[src/rtl/mem_port_arbiter.sv]
// ============================================================================
// Module   : mem_port_arbiter
// Purpose  : Shares one port of the feature-extractor true-dual-port memory
//            (one-cycle read latency) between a read requester and a write
//            requester, with round-robin arbitration when both are valid.
//            Optionally owns a bulk-clear sweep that zeroes every word of the
//            memory between event windows.
// Revision : 1.0 - initial release
// ----------------------------------------------------------------------------
// Build option:
//   MEM_PORT_ARBITER_CLEAR_EN  defined   -> clear engine and CLEAR state present
//                              undefined -> clr_start ignored, clr_busy/clr_done
//                                           tied low, arbiter is always idle
// ----------------------------------------------------------------------------
// Parameters:
//   AWIDTH  memory address width (clear sweep covers 2**AWIDTH words)
//   DWIDTH  memory data width
// Ports:
//   clk, rst_n          clock (posedge) / asynchronous active-low reset
//   rd_req_valid/ready  read request handshake, rd_req_addr = read address
//   rd_rsp_valid/data   read response, valid two cycles after the handshake
//   wr_req_valid/ready  write request handshake, wr_req_addr/wr_req_data
//   clr_start           single-cycle pulse that starts the bulk clear
//   clr_busy            clear sweep in progress
//   clr_done            one-cycle pulse after the last clear write
//   mem_en/we/addr/din  registered memory port controls
//   mem_dout            memory read data (valid the cycle after a read)
// ============================================================================
`default_nettype none

module mem_port_arbiter #(
  parameter int AWIDTH = 16,
  parameter int DWIDTH = 72
) (
  input  logic              clk,
  input  logic              rst_n,
  // read requester
  input  logic              rd_req_valid,
  output logic              rd_req_ready,
  input  logic [AWIDTH-1:0] rd_req_addr,
  output logic              rd_rsp_valid,
  output logic [DWIDTH-1:0] rd_rsp_data,
  // write requester
  input  logic              wr_req_valid,
  output logic              wr_req_ready,
  input  logic [AWIDTH-1:0] wr_req_addr,
  input  logic [DWIDTH-1:0] wr_req_data,
  // bulk clear control
  input  logic              clr_start,
  output logic              clr_busy,
  output logic              clr_done,
  // memory port pins
  output logic              mem_en,
  output logic              mem_we,
  output logic [AWIDTH-1:0] mem_addr,
  output logic [DWIDTH-1:0] mem_din,
  input  logic [DWIDTH-1:0] mem_dout
);

  // --------------------------------------------------------------------------
  // Shared declarations
  // --------------------------------------------------------------------------
  logic              w_idle;       // arbiter may grant requests this cycle
  logic              w_clr_go;     // clr_start accepted this cycle
  logic              w_clr_wr;     // a clear write is issued at this edge
  logic [AWIDTH-1:0] w_clr_addr;   // address of that clear write

  logic              w_rd_grant;
  logic              w_wr_grant;
  logic              r_rr_last_wr; // 1: most recent grant went to the writer

  logic              r_mem_en;
  logic              r_mem_we;
  logic [AWIDTH-1:0] r_mem_addr;
  logic [DWIDTH-1:0] r_mem_din;

  // Reads in flight: bit 0 = port cycle, bit 1 = data cycle
  logic [1:0]        r_rd_pipe;

`ifdef MEM_PORT_ARBITER_CLEAR_EN
  // --------------------------------------------------------------------------
  // Clear engine: IDLE <-> CLEAR state machine plus sweep counter
  // --------------------------------------------------------------------------
  typedef enum logic [0:0] {
    S_IDLE  = 1'b0,
    S_CLEAR = 1'b1
  } state_t;

  state_t            r_state;
  state_t            w_state_nxt;
  logic [AWIDTH-1:0] r_clr_cnt;
  logic              r_clr_done;

  always_ff @(posedge clk or negedge rst_n) begin
    if (!rst_n) begin
      r_state <= S_IDLE;
    end else begin
      r_state <= w_state_nxt;
    end
  end

  always_comb begin
    w_state_nxt = r_state;
    w_clr_go    = 1'b0;
    w_clr_wr    = 1'b0;
    case (r_state)
      S_IDLE: begin
        // The clear request wins over any pending requester this cycle.
        if (clr_start) begin
          w_clr_go    = 1'b1;
          w_state_nxt = S_CLEAR;
        end
      end
      S_CLEAR: begin
        // One write per cycle; leave once the top address has been issued.
        w_clr_wr = 1'b1;
        if (&r_clr_cnt) begin
          w_state_nxt = S_IDLE;
        end
      end
      default: begin
        w_state_nxt = S_IDLE;
      end
    endcase
  end

  always_ff @(posedge clk or negedge rst_n) begin
    if (!rst_n) begin
      r_clr_cnt  <= '0;
      r_clr_done <= 1'b0;
    end else begin
      // Pulse lands in the cycle the final clear write is on the port.
      r_clr_done <= w_clr_wr && (&r_clr_cnt);
      if (w_clr_go) begin
        r_clr_cnt <= '0;
      end else if (w_clr_wr) begin
        r_clr_cnt <= r_clr_cnt + 1'b1;
      end
    end
  end

  assign w_idle     = (r_state == S_IDLE);
  assign w_clr_addr = r_clr_cnt;
  assign clr_busy   = (r_state == S_CLEAR);
  assign clr_done   = r_clr_done;
`else
  // --------------------------------------------------------------------------
  // Clear engine absent: permanently idle, clr_start has no effect
  // --------------------------------------------------------------------------
  logic w_unused_clr_start;

  assign w_unused_clr_start = clr_start;
  assign w_idle             = 1'b1;
  assign w_clr_go           = 1'b0;
  assign w_clr_wr           = 1'b0;
  assign w_clr_addr         = '0;
  assign clr_busy           = 1'b0;
  assign clr_done           = 1'b0;
`endif

  // --------------------------------------------------------------------------
  // Arbitration. Ready is the grant itself, so at most one ready is high and
  // both are low while reset is asserted, while clearing, and in the cycle a
  // clear is accepted.
  // --------------------------------------------------------------------------
  always_comb begin
    w_rd_grant = 1'b0;
    w_wr_grant = 1'b0;
    if (rst_n && w_idle && !w_clr_go) begin
      if (rd_req_valid && wr_req_valid) begin
        // Contested: the side that did not win last time gets the port.
        if (r_rr_last_wr) begin
          w_rd_grant = 1'b1;
        end else begin
          w_wr_grant = 1'b1;
        end
      end else begin
        w_rd_grant = rd_req_valid;
        w_wr_grant = wr_req_valid;
      end
    end
  end

  assign rd_req_ready = w_rd_grant;
  assign wr_req_ready = w_wr_grant;

  always_ff @(posedge clk or negedge rst_n) begin
    if (!rst_n) begin
      r_rr_last_wr <= 1'b1;   // first contested grant goes to the reader
    end else if (w_rd_grant || w_wr_grant) begin
      r_rr_last_wr <= w_wr_grant;
    end
  end

  // --------------------------------------------------------------------------
  // Memory port registers. Address/data hold their last values when idle;
  // only the enables drop back to zero.
  // --------------------------------------------------------------------------
  always_ff @(posedge clk or negedge rst_n) begin
    if (!rst_n) begin
      r_mem_en   <= 1'b0;
      r_mem_we   <= 1'b0;
      r_mem_addr <= '0;
      r_mem_din  <= '0;
    end else begin
      r_mem_en <= 1'b0;
      r_mem_we <= 1'b0;
      if (w_clr_wr) begin
        r_mem_en   <= 1'b1;
        r_mem_we   <= 1'b1;
        r_mem_addr <= w_clr_addr;
        r_mem_din  <= '0;
      end else if (w_wr_grant) begin
        r_mem_en   <= 1'b1;
        r_mem_we   <= 1'b1;
        r_mem_addr <= wr_req_addr;
        r_mem_din  <= wr_req_data;
      end else if (w_rd_grant) begin
        r_mem_en   <= 1'b1;
        r_mem_addr <= rd_req_addr;
      end
    end
  end

  assign mem_en   = r_mem_en;
  assign mem_we   = r_mem_we;
  assign mem_addr = r_mem_addr;
  assign mem_din  = r_mem_din;

  // --------------------------------------------------------------------------
  // Read response tracking. Independent of the FSM so a read accepted just
  // before a clear still returns on schedule; reset drops anything in flight.
  // --------------------------------------------------------------------------
  always_ff @(posedge clk or negedge rst_n) begin
    if (!rst_n) begin
      r_rd_pipe <= 2'b00;
    end else begin
      r_rd_pipe <= {r_rd_pipe[0], w_rd_grant};
    end
  end

  assign rd_rsp_valid = r_rd_pipe[1];
  // Masked so the output is zero whenever no response is being presented.
  assign rd_rsp_data  = r_rd_pipe[1] ? mem_dout : '0;

endmodule

`default_nettype wire

[config.mk]
export PLATFORM = sky130hd
export DESIGN_NAME = mem_port_arbiter
export DESIGN_NICKNAME = d
export VERILOG_FILES = /design/src/rtl/mem_port_arbiter.sv
export SDC_FILE = /design/constraint.sdc
export NUM_CORES = 1
export LEC_CHECK = 0
export CORE_AREA = 2 2 134 136
export DETAILED_ROUTE_END_ITERATION = 6
export DIE_AREA = 0 0 136 138
export PLACE_DENSITY = 0.69
export SLEW_MARGIN = 5
export SYNTH_ARGS = -nofsm -noshare
export SYNTH_HDL_FRONTEND = slang
export SYNTH_SLANG_ARGS = --single-unit
export TNS_END_PERCENT = 50
[constraint.sdc]
create_clock -name clk -period 1.6 [get_ports clk]
set_input_delay 0.4 -clock clk [delete_from_list [all_inputs] [get_ports clk]]
set_output_delay 0.4 -clock clk [all_outputs]
set_load 0.05 [all_outputs]
# Word-level counts from Yosys, hierarchy flattened
# Cells that the tools add are included.
dict set report word_totals {
  latchBits 0
  inputBits 181
  n_memories 0
  ram_bits 0
  regBits 93
  out_inout_bits 167
  mem_bits_ro 0
  word_cells 21
}
dict set report classes {
  n_div 0
  mux 12
  reduce_logical 3
  shifts 0
  n_mul 0
  order_cmp 0
  n_addsub 0
  bitwise 0
  n_eq_ne 0
}
# operator n
set ops {}
lappend ops {{72-bit 2-to-1 mux} 1}
lappend ops {{16-bit 2-to-1 mux} 2}
lappend ops {{1-bit 2-to-1 mux} 9}
lappend ops {{2-bit nonzero test} 1}
lappend ops {{1-bit logical AND} 1}
lappend ops {{1-bit logical OR} 1}

# Longest topological paths before layout
# Gate-level depths: netlist (run 1).
dict set report logic_depth {
  ltp_word 5
  ltp_mapped 6
  depth_no_buf 3
}

# Worst setup path after synthesis (run 1)
# Ideal clock, no wire load.
dict set report synth_path {
  path_type {reg2out}
  start {register r_rr_last_wr}
  end {output rd_req_ready}
  required_time_ns 1.200
  setup_slack_ns -0.534
  t_arrival_ns 1.734
  path_buffers 1
  stages_incl_launch_ff 4
  cell_sequence {dfstp_2 -> clkinv_1 -> clkbuf_1 -> a21oi_1}
}
dict set report synth_via {
  elab_chain_len 3
}
# element line_no
set synth_lines {}
lappend synth_lines {{start: declaration} 70} ;# logic r_rr_last_wr;
lappend synth_lines {{start signal: assignment} 191} ;# r_rr_last_wr <= w_wr_grant;
lappend synth_lines {{1-bit 2-to-1 mux} 172} ;# if (r_rr_last_wr) begin
lappend synth_lines {{1-bit 2-to-1 mux} 170} ;# if (rd_req_valid && wr_req_valid) begin
lappend synth_lines {{1-bit 2-to-1 mux} 169} ;# if (rst_n && w_idle && !w_clr_go) begin
lappend synth_lines {{end: declaration} 39} ;# output logic rd_req_ready,
# No other way between the ends.

# Worst setup path in the final report (run 1)
dict set report layout_path {
  start {register r_rr_last_wr}
  end {output wr_req_ready}
}
dict set report layout_via {
  elab_chain_len 3
}
# element line_no
set layout_lines {}
lappend layout_lines {{1-bit 2-to-1 mux} 172}
lappend layout_lines {{1-bit 2-to-1 mux} 170}
lappend layout_lines {{1-bit 2-to-1 mux} 169}
lappend layout_lines {{end: declaration} 45} ;# output logic wr_req_ready,
# No other way between the ends.

==> results by group, run 1 <==
Status
  – Status: complete, but fails checks
  – Failing checks: setup timing

Finish
  – Area of the multi-input gates: 0.00215 mm2
  – Final Util: 59.8%
  – Area grow syn2layout: 130%
  – Layout cell share with drive strength beyond 1: 51.4%
  – Seq. cell area: 0.00233 mm2
  – Nets: 872
  – Design area: 0.0105 mm2
  – Filler cells: 1345
  – Diodes inserted: 0

Setup path
  – RR Endpoint: mem_din[31]$_DFFE_PN0P_
  – Cell family with most CP delay: flip-flops
  – CP Cell Sequence: and2_4 > nor2_8 > buf_6 > buf_12
  – Max FO, Critical Path: 2
  – R2R cell count: 5
  – Crit-path slowest cell: dfstp_2
  – Crit path buf inv count: 2
  – Worst R2R Start: r_rr_last_wr$_DFFE_PN1P_
  – CP peak stage delay: 540 ps
  – R2r setup slk: 20 ps
  – WP data arrival: 1350 ps
  – Crit end category: primary output
  – Required time of the critical path: 1200 ps
  – Worst Setup Start Kind: register
  – CP Class: reg -> out

STA
  – Final setup fails: 74
  – RSZ-0062 raised after global routing: yes
  – Final Cycle Share: 110%
  – Final slew viol count: 0
  – Worst Clk Skew: 5.00 ps
  – Worst Max-Slew Pin Slew: 576 ps
  – Min Hold Slack: 36.3 ps
  – Worst slew margin: 61.6%
  – Endpoints failing hold: 0
  – Highest Clock Rate: 570 MHz
  – Worst setup margin: -155 ps
  – Final min period: 1750 ps

Route
  – Pre-antenna DRT Iters: 5
  – Drt drc: 0
  – Via Count: 4101
  – Total Wirelength: 18500 um
  – Initial DRC count: 123
  – Final ANT Viol Nets: 0
  – Vias per std cell: 4.43
  – Drt wl/cell: 20.0 um

Placement
  – Port buffer count: 344
  – Final Wtd Congestion: 1.01
  – Dpl cell area: 0.0100 mm2
  – HPWL Detailed: 14600 um

Synthesis
  – Register area share after synthesis: 51.1%
  – Post-Syn Area: 0.00456 mm2
  – Warnings, synthesis: 0
  – Gate Count Post-Synth: 341
  – Post-Syn Area per Cell: 13.4 um2
  – Unique masters post-synth: 26
  – FF+latch count, synth: 93

GRT
  – Overall routing resource usage: 19.8%
  – Total grt overflow: 0
  – Global-route wire length before repair: 28000 um
  – Initial antenna violation count: 1
  – Largest net degree at the start of global routing: 45
  – Via count of the first global-routing pass: 4493

Clocking
  – Clock root buffer master: clkbuf_16
  – # hold bufs at CTS: 0
  – H-tree levels: 3
  – Reg clk slew, reported paths: 70 ps
  – # clock sinks: 93
  – Worst-case clock buffer depth: 2
  – Number of CTS-inserted buffers: 9
  – CTS tree: done
  – Worst-Skew Late Latency: 350 ps

Floorplan
  – Die width: 136 um
  – # IOs: 348
  – Die Area: 0.0188 mm2
  – Die span in y: 138 um
  – Std cell rows: 49
  – Starting density of the core: 26.0%
  – Core Area: 0.0175 mm2

Pwr
  – Pleak: 0.00453 uW
  – Pwr/cell area: 1090 mW/mm2
  – Maximum vdd ir drop: 0.637 mV

Worst hold path
  – Hold/Removal Path Class: in -> async

Flow run
  – Max-cap violations: 0
worst reg2reg max path: stages, from the launching register on:
cell and delay, ps:
dfstp_2 540, and2_4 170, nor2_8 40, buf_4 170, buf_12 200, mux2_4 350
sequential cells by signal, summed over array words and instances (netlist names):
signal        flops
r_rd_pipe         2
mem_addr         16
r_rr_last_wr      1
mem_en            1
mem_we            1
mem_din          72
where the power goes:
part	total, uW	internal (uW)	switching, uW
clock network	2560	1580	973
registers	3290	2780	510
logic	5570	2950	2620
cells in the mapped netlist, drive strengths merged:
cell type	n	area, um2
dfrtp	92	2300
and2	73	459
mux2	72	1070
buf	17	205
nor2	17	80.1
a31oi	16	100
o2111ai	16	140
o21ai	16	80.1
clkbuf	13	48.8
nand2	2	15.0
a21oi	1	5.00
clkinv	1	3.75
conb	1	3.75
dfstp	1	26.3
inv	1	3.75
o21a	1	7.51
o22ai	1	6.26
metal layers:
layer / vias up / wire [um] / global-route usage, %
met5: - / 0 / 0
met4: 0 / 429 / 6.63
met3: 26 / 1180 / 4.66
met2: 161 / 9710 / 34.2
met1: 2038 / 7140 / 24.0
li1: 1876 / - / -
final cells by class:
type | count | share of cell area [%]
clock buffer | 10 | 2.28
clock inverter | 6 | 1.11
inverter | 2 | 0.0835
multi-input combinational | 217 | 20.5
sequential | 93 | 22.2
tap | 229 | 2.73
timing repair buffer | 368 | 51.0
cells by family (layout without fill, tap and decap cells):
kind of cell | after synthesis | in the layout | synth area share (%)
other | 1 | 2 | 0.0823
AO/OA/AOI/OAI | 51 | 51 | 7.44
multiplexers | 72 | 72 | 23.5
AND/OR/NAND/NOR | 92 | 92 | 12.2
flip-flops | 93 | 93 | 51.1
buffers and inverters | 32 | 386 | 5.74
stage by stage:
stage	power [uW]	cells	worst slack (ps)	TNS, ps
final	11400	925	-155	-8330
after global routing	11800	925	-196	-12520
after CTS	11500	925	-191	-12330
after detailed placement	8860	906	-394	-30410
after global placement	8770	906	-383	-29920
after floorplan	5740	342	-82.3	-1430
repair_timing:
item,4_1_cts,5_1_grt
setup endpoints to repair,111,121
cloned,1,0
hold endpoints to repair,0,0
setup buffers,2,0
resized for setup,35,17
pin swaps,10,7
layout by cell type, fill, tap and decap left out, drive strengths merged:
cell and count:
buf 190, o2111ai 16, o22ai 1, clkdlybuf4s50 176, and2 73, nor2 17, conb 2, nand2 2
dfrtp 92, inv 3, clkinv 2, clkbuf 10, dlygate4sd2 2, dfstp 1, mux2 72, o21ai 16
a31oi 16, o21a 1, a21oi 1, bufinv 3
worst max-delay path by stage:
stage	start	depth (start not counted)	slack (ps)	endpoint
after floorplan	r_rr_last_wr$_DFFE_PN1P_	3	-80	rd_req_ready
after global placement	wr_req_valid	5	-380	mem_din[22]$_DFFE_PN0P_
after detailed placement	wr_req_valid	5	-390	mem_din[48]$_DFFE_PN0P_
after CTS	r_rd_pipe[1]$_DFF_PN0_	3	-190	rd_rsp_data[4]
after global routing	r_rd_pipe[1]$_DFF_PN0_	3	-200	rd_rsp_data[51]
final	r_rr_last_wr$_DFFE_PN1P_	4	-150	wr_req_ready
Power figures use the tool's default switching activity.
==> run 2, diff against run 1 <==
--- a/config.mk
+++ b/config.mk
@@ -5,10 +5,11 @@
 export SDC_FILE = /design/constraint.sdc
 export NUM_CORES = 1
 export LEC_CHECK = 0
-export CORE_AREA = 2 2 134 136
+export ABC_AREA = 1
+export CORE_AREA = 2 2 133 135
 export DETAILED_ROUTE_END_ITERATION = 6
-export DIE_AREA = 0 0 136 138
-export PLACE_DENSITY = 0.69
+export DIE_AREA = 0 0 135 137
+export PLACE_DENSITY = 0.68
 export SLEW_MARGIN = 5
 export SYNTH_ARGS = -nofsm -noshare
 export SYNTH_HDL_FRONTEND = slang
==> results by group, run 2 <==
STA
  – Final setup fails: 74
  – Min Hold Slack: 36.7 ps
  – Worst slew margin: 65.5%
  – Highest Clock Rate: 561 MHz
  – Final min period: 1780 ps
  – Worst setup margin: -183 ps
  – Final slew viol count: 0
  – Worst Clk Skew: 12.5 ps
  – RSZ-0062 raised after global routing: yes
  – Worst Max-Slew Pin Slew: 517 ps
  – Endpoints failing hold: 0
  – Final TNS setup: -8370 ps
  – Final Cycle Share: 111%

Clocking
  – Post CTS Setup Buffer Count: 0
  – # clock sinks: 93
  – Worst-case clock buffer depth: 2
  – H-tree levels: 3
  – Reg clk slew, reported paths: 70 ps
  – Number of CTS-inserted buffers: 9
  – Worst-Skew Late Latency: 350 ps
  – CTS tree: done
  – Clock root buffer master: clkbuf_16

Setup path
  – Max FO, Critical Path: 38
  – WP data arrival: 1380 ps
  – R2r setup slk: 300 ps
  – Crit end category: primary output
  – R2R cell count: 5
  – Required time of the critical path: 1200 ps
  – RR Endpoint: mem_din[56]$_DFFE_PN0P_
  – Worst Setup Start Kind: register
  – CP Class: reg -> out
  – Worst R2R Start: r_rr_last_wr$_DFFE_PN1P_

Synthesis
  – Synth Area in Adders: 0%
  – Top-area cell type share of the netlist area: 52.5%
  – Top-count cell post-synth: nand2_1
  – Share of flip-flops with an asynchronous set or reset: 100%
  – FF+latch count, synth: 93
  – Post-Synth Simple-Gate Area: 33.2%
  – Post-Syn Area per Cell: 7.22 um2
  – Synth top cells by count: nand2_1, inv_1, dfrtp_1, nand3_1, buf_2
  – Mux share of post-synthesis cell area: 0%
  – EDFF count, synth: 0
  – Synth top area cells: dfrtp_1, nand2_1, inv_1, nand3_1, buf_4
  – Main combinational cell family by area after synthesis: simple AND/OR/NAND/NOR gates
  – Compound-gate portion of the synthesized area: 0.228%
  – Leading area contributor after synthesis: dfrtp_1
  – Gate Count Post-Synth: 607
  – Warnings, synthesis: 0
  – Unique masters post-synth: 16
  – Most common flop cell mapped by yosys: dfrtp_1
  – Synth Area in XOR/XNOR: 0%
  – Register area share after synthesis: 53.1%
  – Post-Syn Area: 0.00438 mm2

GRT
  – Via count of the first global-routing pass: 5014
  – Largest net degree at the start of global routing: 91
  – Global-route wire length before repair: 28600 um
  – Initial antenna violation count: 3
  – Overall routing resource usage: 20.6%
  – Total grt overflow: 0

Floorplan
  – Std cell rows: 48
  – Die span in y: 137 um
  – Starting density of the core: 25.7%
  – Die width: 135 um
  – # IOs: 348
  – Die Area: 0.0185 mm2
  – Core Area: 0.0171 mm2

Route
  – Drt wl/cell: 16.1 um
  – Pre-antenna DRT Iters: 4
  – Total Wirelength: 19100 um
  – Final ANT Viol Nets: 0
  – Initial DRC count: 198
  – Drt drc: 0
  – Via Count: 4951
  – Vias per std cell: 4.19

Flow run
  – Max-cap violations: 0

Finish
  – Area grow syn2layout: 135%
  – Commonest non-fill, non-tap cells in the layout: nand2_1, clkdlybuf4s50_1, buf_12
  – Nets: 1132
  – Layout cell share with drive strength beyond 1: 32.3%
  – Final Util: 60.5%
  – Most common cell after layout, fill and taps aside: nand2_1
  – Max FFs per register: 72

Placement
  – HPWL Detailed: 15200 um
  – Pre-CTS setup slack: -212 ps
  – Final Wtd Congestion: 0.791
  – Port buffer count: 344

Pwr
  – Pleak: 0.00493 uW
  – Maximum vdd ir drop: 0.902 mV
  – Pwr/cell area: 994 mW/mm2

Status
  – Failing checks: setup timing
  – Status: complete, but fails checks

Worst hold path
  – Hold/Removal Path Class: in -> async
## run 2: changes by cell type in the layout (fill, tap and decap cells not counted), moves of 16 or more
cell        before  now
clkinvlp_4       0   38
a31oi_1         16    0
nand2_1          0  310
nor2_1          16    0
nand3_1          0   32
mux2_4          69    0
and2_4          63    0
inv_2            0   38
inv_1            1   32
nand2_2          1   30
o2111ai_1       16    0
## run 2: kinds of logic (layout without fill, tap and decap cells)
| logic type | Yosys count | count (layout) |
|---|---|---|
| other | 1 | 4 |
| buffers and inverters | 138 | 486 |
| AOI/OAI and AO/OA | 2 | 2 |
| DFF | 93 | 93 |
| and+or+nand+nor | 373 | 373 |
## run 2: worst max path at each step
stage / start / end / cells after the start
floorplan: r_rr_last_wr$_DFFE_PN1P_ / rd_req_ready / 2
global placement: rd_req_valid / rd_req_ready / 5
detailed placement: rd_req_valid / rd_req_ready / 5
CTS: r_rd_pipe[1]$_DFF_PN0_ / rd_rsp_data[12] / 4
global route: r_rd_pipe[1]$_DFF_PN0_ / rd_rsp_data[36] / 4
finish: r_rd_pipe[1]$_DFF_PN0_ / rd_rsp_data[10] / 4
## run 2: per-stage QoR
stage | instances | power, uW | instance area (um2)
after global routing | 1182 | 10700 | 10300
after detailed placement | 1164 | 8050 | 9920
final | 1183 | 10300 | 10300
after floorplan | 608 | 5160 | 4540
after global placement | 1164 | 8000 | 9920
after CTS | 1181 | 10400 | 10300
## run 2: power breakdown
part	internal, uW	leakage, uW	switching (uW)
Clock	1250	0.000147	1020
Combinational	2350	0.00364	2500
Sequential	2730	0.00115	417
Total	6330	0.00493	3930
## run 2: cell type report
| cell class | instances | area [um2] |
|---|---|---|
| well taps | 225 | 282 |
| repair buffers | 362 | 5300 |
| clock buffers | 9 | 225 |
| diodes | 2 | 5.00 |
| multi-input cells | 377 | 1540 |
| inverters | 108 | 546 |
| fillers | 1430 | 6730 |
| clock inverters | 7 | 90.1 |
| flip-flops and latches | 93 | 2330 |
## run 2: timing repair
item	CTS	global route
pin swaps	1	0
hold endpoints to repair	2	0
resized for setup	53	14
hold buffers	1	0
setup endpoints to repair	74	74
## run 2: worst max-delay path, stage by stage, from the launching register on
cell and delay, ps:
dfrtp_2 440, buf_12 190, nand2_1 130, clkinvlp_4 110
buf_12 150
## run 2: per-layer routing
layer | up-vias | wire length [um] | GRT usage [%] | share of wire, %
li1 | 2421 | - | - | -
met1 | 2256 | 6820 | 22.2 | 36
met2 | 239 | 9630 | 35.8 | 50
met3 | 33 | 1950 | 8.52 | 10
met4 | 2 | 661 | 8.45 | 3.5
met5 | - | 13 | 0 | 0.068
